[config.mk]
export PLATFORM = sky130hd
export DESIGN_NAME = dcache_port_arb
export DESIGN_NICKNAME = d
export VERILOG_FILES = /design/src/rtl/dcache_port_arb.sv
export SDC_FILE = /design/constraint.sdc
export NUM_CORES = 1
export LEC_CHECK = 0
export CORE_AREA = 2 2 126 128
export DETAILED_ROUTE_END_ITERATION = 7
export DIE_AREA = 0 0 128 130
export GPL_TIMING_DRIVEN = 0
export PLACE_DENSITY = 0.52
export SYNTH_ARGS = -nofsm -noshare
export SYNTH_HDL_FRONTEND = slang
export SYNTH_SLANG_ARGS = --single-unit
export TNS_END_PERCENT = 5
[constraint.sdc]
create_clock -name clk -period 3.6 [get_ports clk]
set_input_delay 0.72 -clock clk [delete_from_list [all_inputs] [get_ports clk]]
set_output_delay 0.72 -clock clk [all_outputs]
set_load 0.01 [all_outputs]
[src/rtl/dcache_port_arb.sv]
// Two-requester round-robin arbiter in front of a single dcache port.
// Responses are routed back by an in-order tag FIFO; flushed m0 work is dropped.
module dcache_port_arb #(
    parameter int DEPTH = 2
) (
    input  logic        clk,
    input  logic        rst_n,
    input  logic        flush_i,
    input  logic        m0_req_valid,
    output logic        m0_req_ready,
    input  logic [31:0] m0_req_addr,
    input  logic        m0_req_wr,
    input  logic [31:0] m0_req_wdata,
    input  logic [3:0]  m0_req_wstrb,
    output logic        m0_resp_valid,
    output logic [31:0] m0_resp_data,
    input  logic        m0_resp_ready,
    input  logic        m1_req_valid,
    output logic        m1_req_ready,
    input  logic [31:0] m1_req_addr,
    input  logic        m1_req_wr,
    input  logic [31:0] m1_req_wdata,
    input  logic [3:0]  m1_req_wstrb,
    output logic        m1_resp_valid,
    output logic [31:0] m1_resp_data,
    input  logic        m1_resp_ready,
    output logic        dc_req_valid,
    input  logic        dc_req_ready,
    output logic [31:0] dc_req_addr,
    output logic        dc_req_wr,
    output logic [31:0] dc_req_wdata,
    output logic [3:0]  dc_req_wstrb,
    input  logic        dc_resp_valid,
    input  logic [31:0] dc_resp_data,
    output logic        dc_resp_ready,
    output logic        busy_o,
    output logic        err_o
);

    logic [2:0] cnt_q, cnt_d;
    logic [1:0] wptr_q, wptr_d, rptr_q, rptr_d;
    logic [3:0] src_q, src_d, kill_q, kill_d;
    logic       last_q, last_d;
    logic       hold_q, hold_d, hold_sel_q, hold_sel_d;
    logic       err_q, err_d;
    logic       ok0, ok1, gnt, space, empty, push, pop, hsrc, hkill;

    assign ok0   = m0_req_valid & ~flush_i;
    assign ok1   = m1_req_valid;
    assign space = cnt_q < 3'(DEPTH);
    assign empty = (cnt_q == 3'd0);
    assign hsrc  = src_q[rptr_q];
    assign hkill = kill_q[rptr_q];

    // A stalled offer keeps its requester as long as it is still eligible.
    always_comb begin
        gnt = ok1;
        if (hold_q && (hold_sel_q ? ok1 : ok0))
            gnt = hold_sel_q;
        else if (ok0 && ok1)
            gnt = ~last_q;
    end

    assign dc_req_valid = rst_n & (ok0 | ok1) & space;
    assign dc_req_addr  = gnt ? m1_req_addr  : m0_req_addr;
    assign dc_req_wr    = gnt ? m1_req_wr    : m0_req_wr;
    assign dc_req_wdata = gnt ? m1_req_wdata : m0_req_wdata;
    assign dc_req_wstrb = gnt ? m1_req_wstrb : m0_req_wstrb;
    assign m0_req_ready = dc_req_valid & ~gnt & dc_req_ready;
    assign m1_req_ready = dc_req_valid & gnt & dc_req_ready;
    assign push         = dc_req_valid & dc_req_ready;

    always_comb begin
        dc_resp_ready = 1'b0;
        m0_resp_valid = 1'b0;
        m1_resp_valid = 1'b0;
        if (rst_n) begin
            if (empty || hkill) begin
                dc_resp_ready = 1'b1;
            end else if (hsrc) begin
                dc_resp_ready = m1_resp_ready;
                m1_resp_valid = dc_resp_valid;
            end else begin
                dc_resp_ready = m0_resp_ready;
                m0_resp_valid = dc_resp_valid;
            end
        end
    end

    assign m0_resp_data = dc_resp_data;
    assign m1_resp_data = dc_resp_data;
    assign pop          = dc_resp_valid & dc_resp_ready & ~empty;

    always_comb begin
        src_d  = src_q;
        kill_d = kill_q;
        if (flush_i)
            kill_d = kill_q | ~src_q;
        if (push) begin
            src_d[wptr_q]  = gnt;
            kill_d[wptr_q] = flush_i & ~gnt;
        end
        wptr_d = wptr_q;
        if (push)
            wptr_d = (wptr_q == 2'(DEPTH - 1)) ? 2'd0 : wptr_q + 2'd1;
        rptr_d = rptr_q;
        if (pop)
            rptr_d = (rptr_q == 2'(DEPTH - 1)) ? 2'd0 : rptr_q + 2'd1;
        cnt_d = cnt_q;
        if (push && !pop)
            cnt_d = cnt_q + 3'd1;
        else if (pop && !push)
            cnt_d = cnt_q - 3'd1;
        last_d     = push ? gnt : last_q;
        hold_d     = dc_req_valid & ~dc_req_ready;
        hold_sel_d = gnt;
        err_d      = err_q | (rst_n & dc_resp_valid & empty);
    end

    always_ff @(posedge clk or negedge rst_n) begin
        if (!rst_n) begin
            cnt_q      <= 3'd0;
            wptr_q     <= 2'd0;
            rptr_q     <= 2'd0;
            src_q      <= 4'd0;
            kill_q     <= 4'd0;
            last_q     <= 1'b1;
            hold_q     <= 1'b0;
            hold_sel_q <= 1'b0;
            err_q      <= 1'b0;
        end else begin
            cnt_q      <= cnt_d;
            wptr_q     <= wptr_d;
            rptr_q     <= rptr_d;
            src_q      <= src_d;
            kill_q     <= kill_d;
            last_q     <= last_d;
            hold_q     <= hold_d;
            hold_sel_q <= hold_sel_d;
            err_q      <= err_d;
        end
    end

    assign busy_o = ~empty;
    assign err_o  = err_q;

endmodule

# Word level (Yosys, flattened, before mapping)
# Index checks and enable logic that the tools add are counted.
[totals] reg_bits=19 inputBits=179 out_inout_bits=141 wordCells=82
[classes] addsub=4 magnitude_cmp=4 n_eq_ne=2 mux=30 bitwise_logic=23 reduce_logical=10
[op_table] op="two-way mux 32 bit" count=2
[op_table] op="two-way mux 1 bit" count=16
[op_table] op="bitwise AND 1 bit" count=14
[op_table] op="two-way mux 4 bit" count=3
[op_table] op="bitwise mux 4 bit" count=2
[op_table] op="< comparator 2 x 3 -> 1 bit (second input constant)" count=2
[op_table] op="two-way mux 3 bit" count=2
[op_table] op="logical AND 1 bit" count=5
[op_table] op="inverter 1 bit" count=5
[op_table] op="adder 2 x 1 -> 2 bit (second input constant)" count=2
[op_table] op="binary-select mux 1 bit (select 2 bit)" count=2
[op_table] op="equality test 2 x 1 -> 1 bit (second input constant)" count=2
[op_table] op="two-way mux 2 bit" count=2
[op_table] op="inverter 4 bit" count=1
[op_table] op="bitwise OR 4 bit" count=1
[op_table] op="adder 3 x 1 -> 3 bit (second input constant)" count=1
[op_table] op="logical NOT 3 bit" count=1
[op_table] op="< comparator 3 x 2 -> 1 bit (second input constant)" count=1
[op_table] op="subtractor 3 x 1 -> 3 bit (second input constant)" count=1
[op_table] op="demux 1 bit (select 2 bit)" count=1
[op_table] op="greater-or-equal comparator 2 x 1 -> 1 bit (second input constant)" count=1
[op_table] op="logical NOT 1 bit" count=2
[op_table] op="bitwise OR 1 bit" count=2
[op_table] op="nonzero test 2 bit" count=1
[op_table] op="logical OR 1 bit" count=1

# Logic depth before layout (Yosys ltp)
[logic_depth] depth_word=10 mapped_depth=9

# Least setup slack after synthesis
# No wires, ideal clock.
[synth_path] kind="input to output" startpoint="in m0_req_valid" endpoint="out dc_req_wdata[10]" arrival_ns=1.914 required_time_ns=2.880 path_slack_ns=0.966 stages=6 cell_sequence="nor2b_1 o21ai_0 nand2_1 buf_2 buf_2 mux2_2"
[synth_via] elab_chain_cells=5 word_cells_on_any_way=7 cone_classes="mux (4); bitwise (1); reduce/logical (2)"
[synth_lines] element="start, declared" line_no="9" rtl="input logic m0_req_valid,"
[synth_lines] element="bitwise AND 1 bit (*)" line_no="48" rtl="assign ok0 = m0_req_valid & ~flush_i;"
[synth_lines] element="logical AND 1 bit / two-way mux 1 bit (equally long branches)" line_no="60, 58"
[synth_lines] element="two-way mux 1 bit / logical AND 1 bit (equally long branches)" line_no="60, 58"
[synth_lines] element="two-way mux 1 bit (*)" line_no="58" rtl="if (hold_q && (hold_sel_q ? ok1 : ok0))"
[synth_lines] element="two-way mux 32 bit (*)" line_no="67" rtl="assign dc_req_wdata = gnt ? m1_req_wdata : m0_req_wdata;"
[synth_lines] element="end, declared" line_no="31" rtl="output logic [31:0] dc_req_wdata,"
# Every way passes the cells marked *; elsewhere a longest branch is shown, timed or not.

# Worst setup path in the final report
[layout_path] startpoint="in m0_req_valid" endpoint="out dc_req_wdata[11]"
# The elaborated chain is that of the path after synthesis.

==> impl_metrics.json <==
{
  "status": "complete, no violations",
  "cp.required_ns": 2.88,
  "synthTopCellsByArea": "mux2_2 (35%), buf_4 (22%), dfrtp_1 (20%), inv_1 (1.9%), buf_2 (1.8%)",
  "slowest_delay_ns": 0.49,
  "fmax_ghz": 0.2794,
  "crit_type": "in -> out",
  "dp_slack_ns": -0.5785,
  "yosysTopAreaCell": "mux2_2",
  "power.leakage_nw": 2.308,
  "end_kind": "output pin",
  "vias": 2676,
  "max_cap_violations": 0,
  "synthesis.area_um2": 2228,
  "wire_per_inst_um": 15.74,
  "portBuffers": 287,
  "syn_inst": 221,
  "htreeDepth": 1,
  "ys_types": 31,
  "core_um2": 15420,
  "cts_buffer_depth": 2,
  "yosys.area_share.adder_pct": 1.460,
  "die_h_um": 130,
  "dieWidth_um": 128,
  "io_pins": 320,
  "worst_ep_arrival_time_ns": 2.86,
  "synth_flop_cell": "dfrtp_1",
  "critical_path.most_common_cell": "clkdlybuf4s50_1",
  "fin_crit_ns": 3.579,
  "grt_pass1_vias": 2755,
  "synth-seq-cells": 19,
  "min_period_over_period_pct": 99.42,
  "peakVddDrop_v": 0.0001558,
  "fin_setup_tns_ns": 0,
  "dieArea_um2": 16640,
  "rsz0062_at_grt": "true",
  "skew_ns": 0.002149,
  "synth_top_family_by_area": "multiplexers",
  "muxShareOfSynthArea_pct": 40.03,
  "setup_viol": 0,
  "cts_tree": "yes",
  "whs_ns": 0.4873,
  "synth_top_area_share_pct": 35.37,
  "postRouteAntennaNets": 0,
  "grt_use_total_pct": 11.75,
  "vias_per_cell": 3.785,
  "drive_gt1_share_pct": 30.54,
  "rows": 46,
  "clkSinkCount": 19,
  "setup_ws_ns": 0.02092,
  "layout.cells.non_filler": 707,
  "fill_cells": 1591,
  "gp_congestion": 0.7304,
  "route.detailed.drc": 0,
  "synthArstFlopShare_pct": 100.0,
  "synth_nets": 402,
  "wirelength_um": 11130,
  "pwr_density_cell_nw_per_um2": 278.8,
  "slew_headroom_pct": 56.86,
  "synth_xor_xnor_area_share_pct": 1.965,
  "clk_latency_ns": 0.25,
  "synth_compound_area_share_pct": 5.334,
  "crit_fanout": 10,
  "numPlacedInstances": 700,
  "multi_input_area_um2": 1195,
  "layout.nets": 696,
  "regArea_um2": 476.7,
  "hold_viol": 0,
  "grt_pass1_wl_um": 15210,
  "ys_seq_area_share_pct": 21.39,
  "holdCritPathClass": "reg -> reg",
  "cts_hold_buf": 0,
  "area_delta_synth_final_pct": 146.9,
  "antenna_found_initial": 1,
  "cts_root_buffer": "clkbuf_16",
  "grt_overflow": 0,
  "dr.pass1.iters": 4,
  "synth_edf_count": 0,
  "start_util_pct": 14.45,
  "crit_slowest_cell": "clkdlybuf4s50_1",
  "synth.avg_cell_area_um2": 10.08,
  "yosysWarnings": 0,
  "synth-simple-area-share_pct": 4.604,
  "dpl.hpwl_um": 9884,
  "grt_max_degree": 26,
  "numCtsBuffers": 3,
  "tightest_slew_ns": 0.6471,
  "clk_pin_slew_ns": 0.05,
  "drt-initial-drc-count": 47,
  "finalMaxSlewViolations": 0,
  "crit_chain": "clkdlybuf4s50_1 -> nor2b_2 -> o21ai_0 -> nand2_2 -> buf_8 -> buf_4 -> mux2_2 -> clkdlybuf4s50_1",
  "start_kind": "input pin"
}
path summary, 6_finish.rpt:
| check | startpoint | end | slack [ns] | depth (start not counted) |
|---|---|---|---|---|
| worst min-delay path | last_q | last_q | 0.49 | 2 |
| min in group asynchronous | rst_n | kill_q[2] | 0.58 | 1 |
| worst min register to register | last_q | last_q | 0.49 | 2 |
| max in group asynchronous | rst_n | cnt_q[1] | 2.60 | 1 |
| worst max-delay path | m0_req_valid | dc_req_wdata[11] | 0.02 | 8 |
| worst max register to register | rptr_q[0] | cnt_q[2] | 0.83 | 9 |
where the power goes:
part	internal (mW)	leakage [nW]	switching (mW)
clock	0.151	0.0382	0.0797
combinational	0.622	2.05	0.340
sequential	0.282	0.219	0.0603
flip-flops by register name, summed over array words and instances, names as in the netlist:
register    cells
wptr_q          2
kill_q          4
cnt_q           3
hold_q          1
hold_sel_q      1
err_o           1
rptr_q          2
src_q           4
last_q          1
layout make-up:
type	count	share of cell area, %
Antenna cell	1	0.04549
Buffer	72	9.984
Clock buffer	4	1.433
Inverter	11	0.7505
Multi-Input combinational cell	119	21.72
Sequential cell	19	8.665
Tap cell	192	4.367
Timing Repair Buffer	289	53.04
cell usage in the layout, fill, tap and decap left out, drive strengths merged:
master,count
clkdlybuf4s50,275
buf,74
mux2,71
dfrtp,18
inv,11
nor2,10
dlymetal6s2s,8
a21oi,4
mux2i,4
clkbuf,4
xnor2,3
dlygate4sd2,3
nor2b,3
o21ai,2
nor3,2
nor3b,2
xor2,2
nand2,2
o2111ai,2
mux4,2
diode,1
o211ai,1
o31a,1
a31o,1
a31oi,1
nand4b,1
a21boi,1
o21a,1
nand3,1
fa,1
ha,1
clkdlybuf4s15,1
dfstp,1
kinds of logic after synthesis:
family | Yosys count
flops | 19
compound gates | 14
buf+inv | 83
fa+ha+maj | 2
simple gates | 21
mux | 77
xor+xnor | 5
worst max-delay path: cells and delay by family:
| kind | cells | cell delay, ns |
|---|---|---|
| buffers and inverters | 4 | 1.30 |
| multiplexers | 1 | 0.36 |
| AND/OR/NAND/NOR | 2 | 0.35 |
| AO/OA/AOI/OAI | 1 | 0.13 |
layer usage:
metal | part of all wire [%] | up-vias | GRT usage (%)
li1 | - | 1283 | -
met1 | 34 | 1216 | 12.53
met2 | 56 | 173 | 23.25
met3 | 9.4 | 4 | 3.403
met4 | 0.99 | 0 | 1.875
met5 | 0 | - | 0
repair_timing:
action                     in CTS  in global routing
setup buffers                   1                  1
setup endpoints to repair      76                 59
resized for setup              15                 13
pin swaps                       1                  1
synthesized netlist by cell type, drive strengths merged (3+ instances only):
| master | number |
|---|---|
| dfrtp | 18 |
| inv | 11 |
| mux2 | 71 |
| buf | 72 |
| xnor2 | 3 |
| mux2i | 4 |
| nor2 | 10 |
| nor2b | 3 |
| a21oi | 4 |
through the flow:
stage          util [%]  power, mW  cell area, µm²
2_1_floorplan         -     0.7800            2228
3_3_place_gp      34.63      1.289            5341
3_5_place_dp      34.63      1.306            5341
4_1_cts           35.33      1.549            5450
5_1_grt           35.67      1.633            5502
6_report          35.67      1.534            5502
Power figures use the tool's default switching activity.
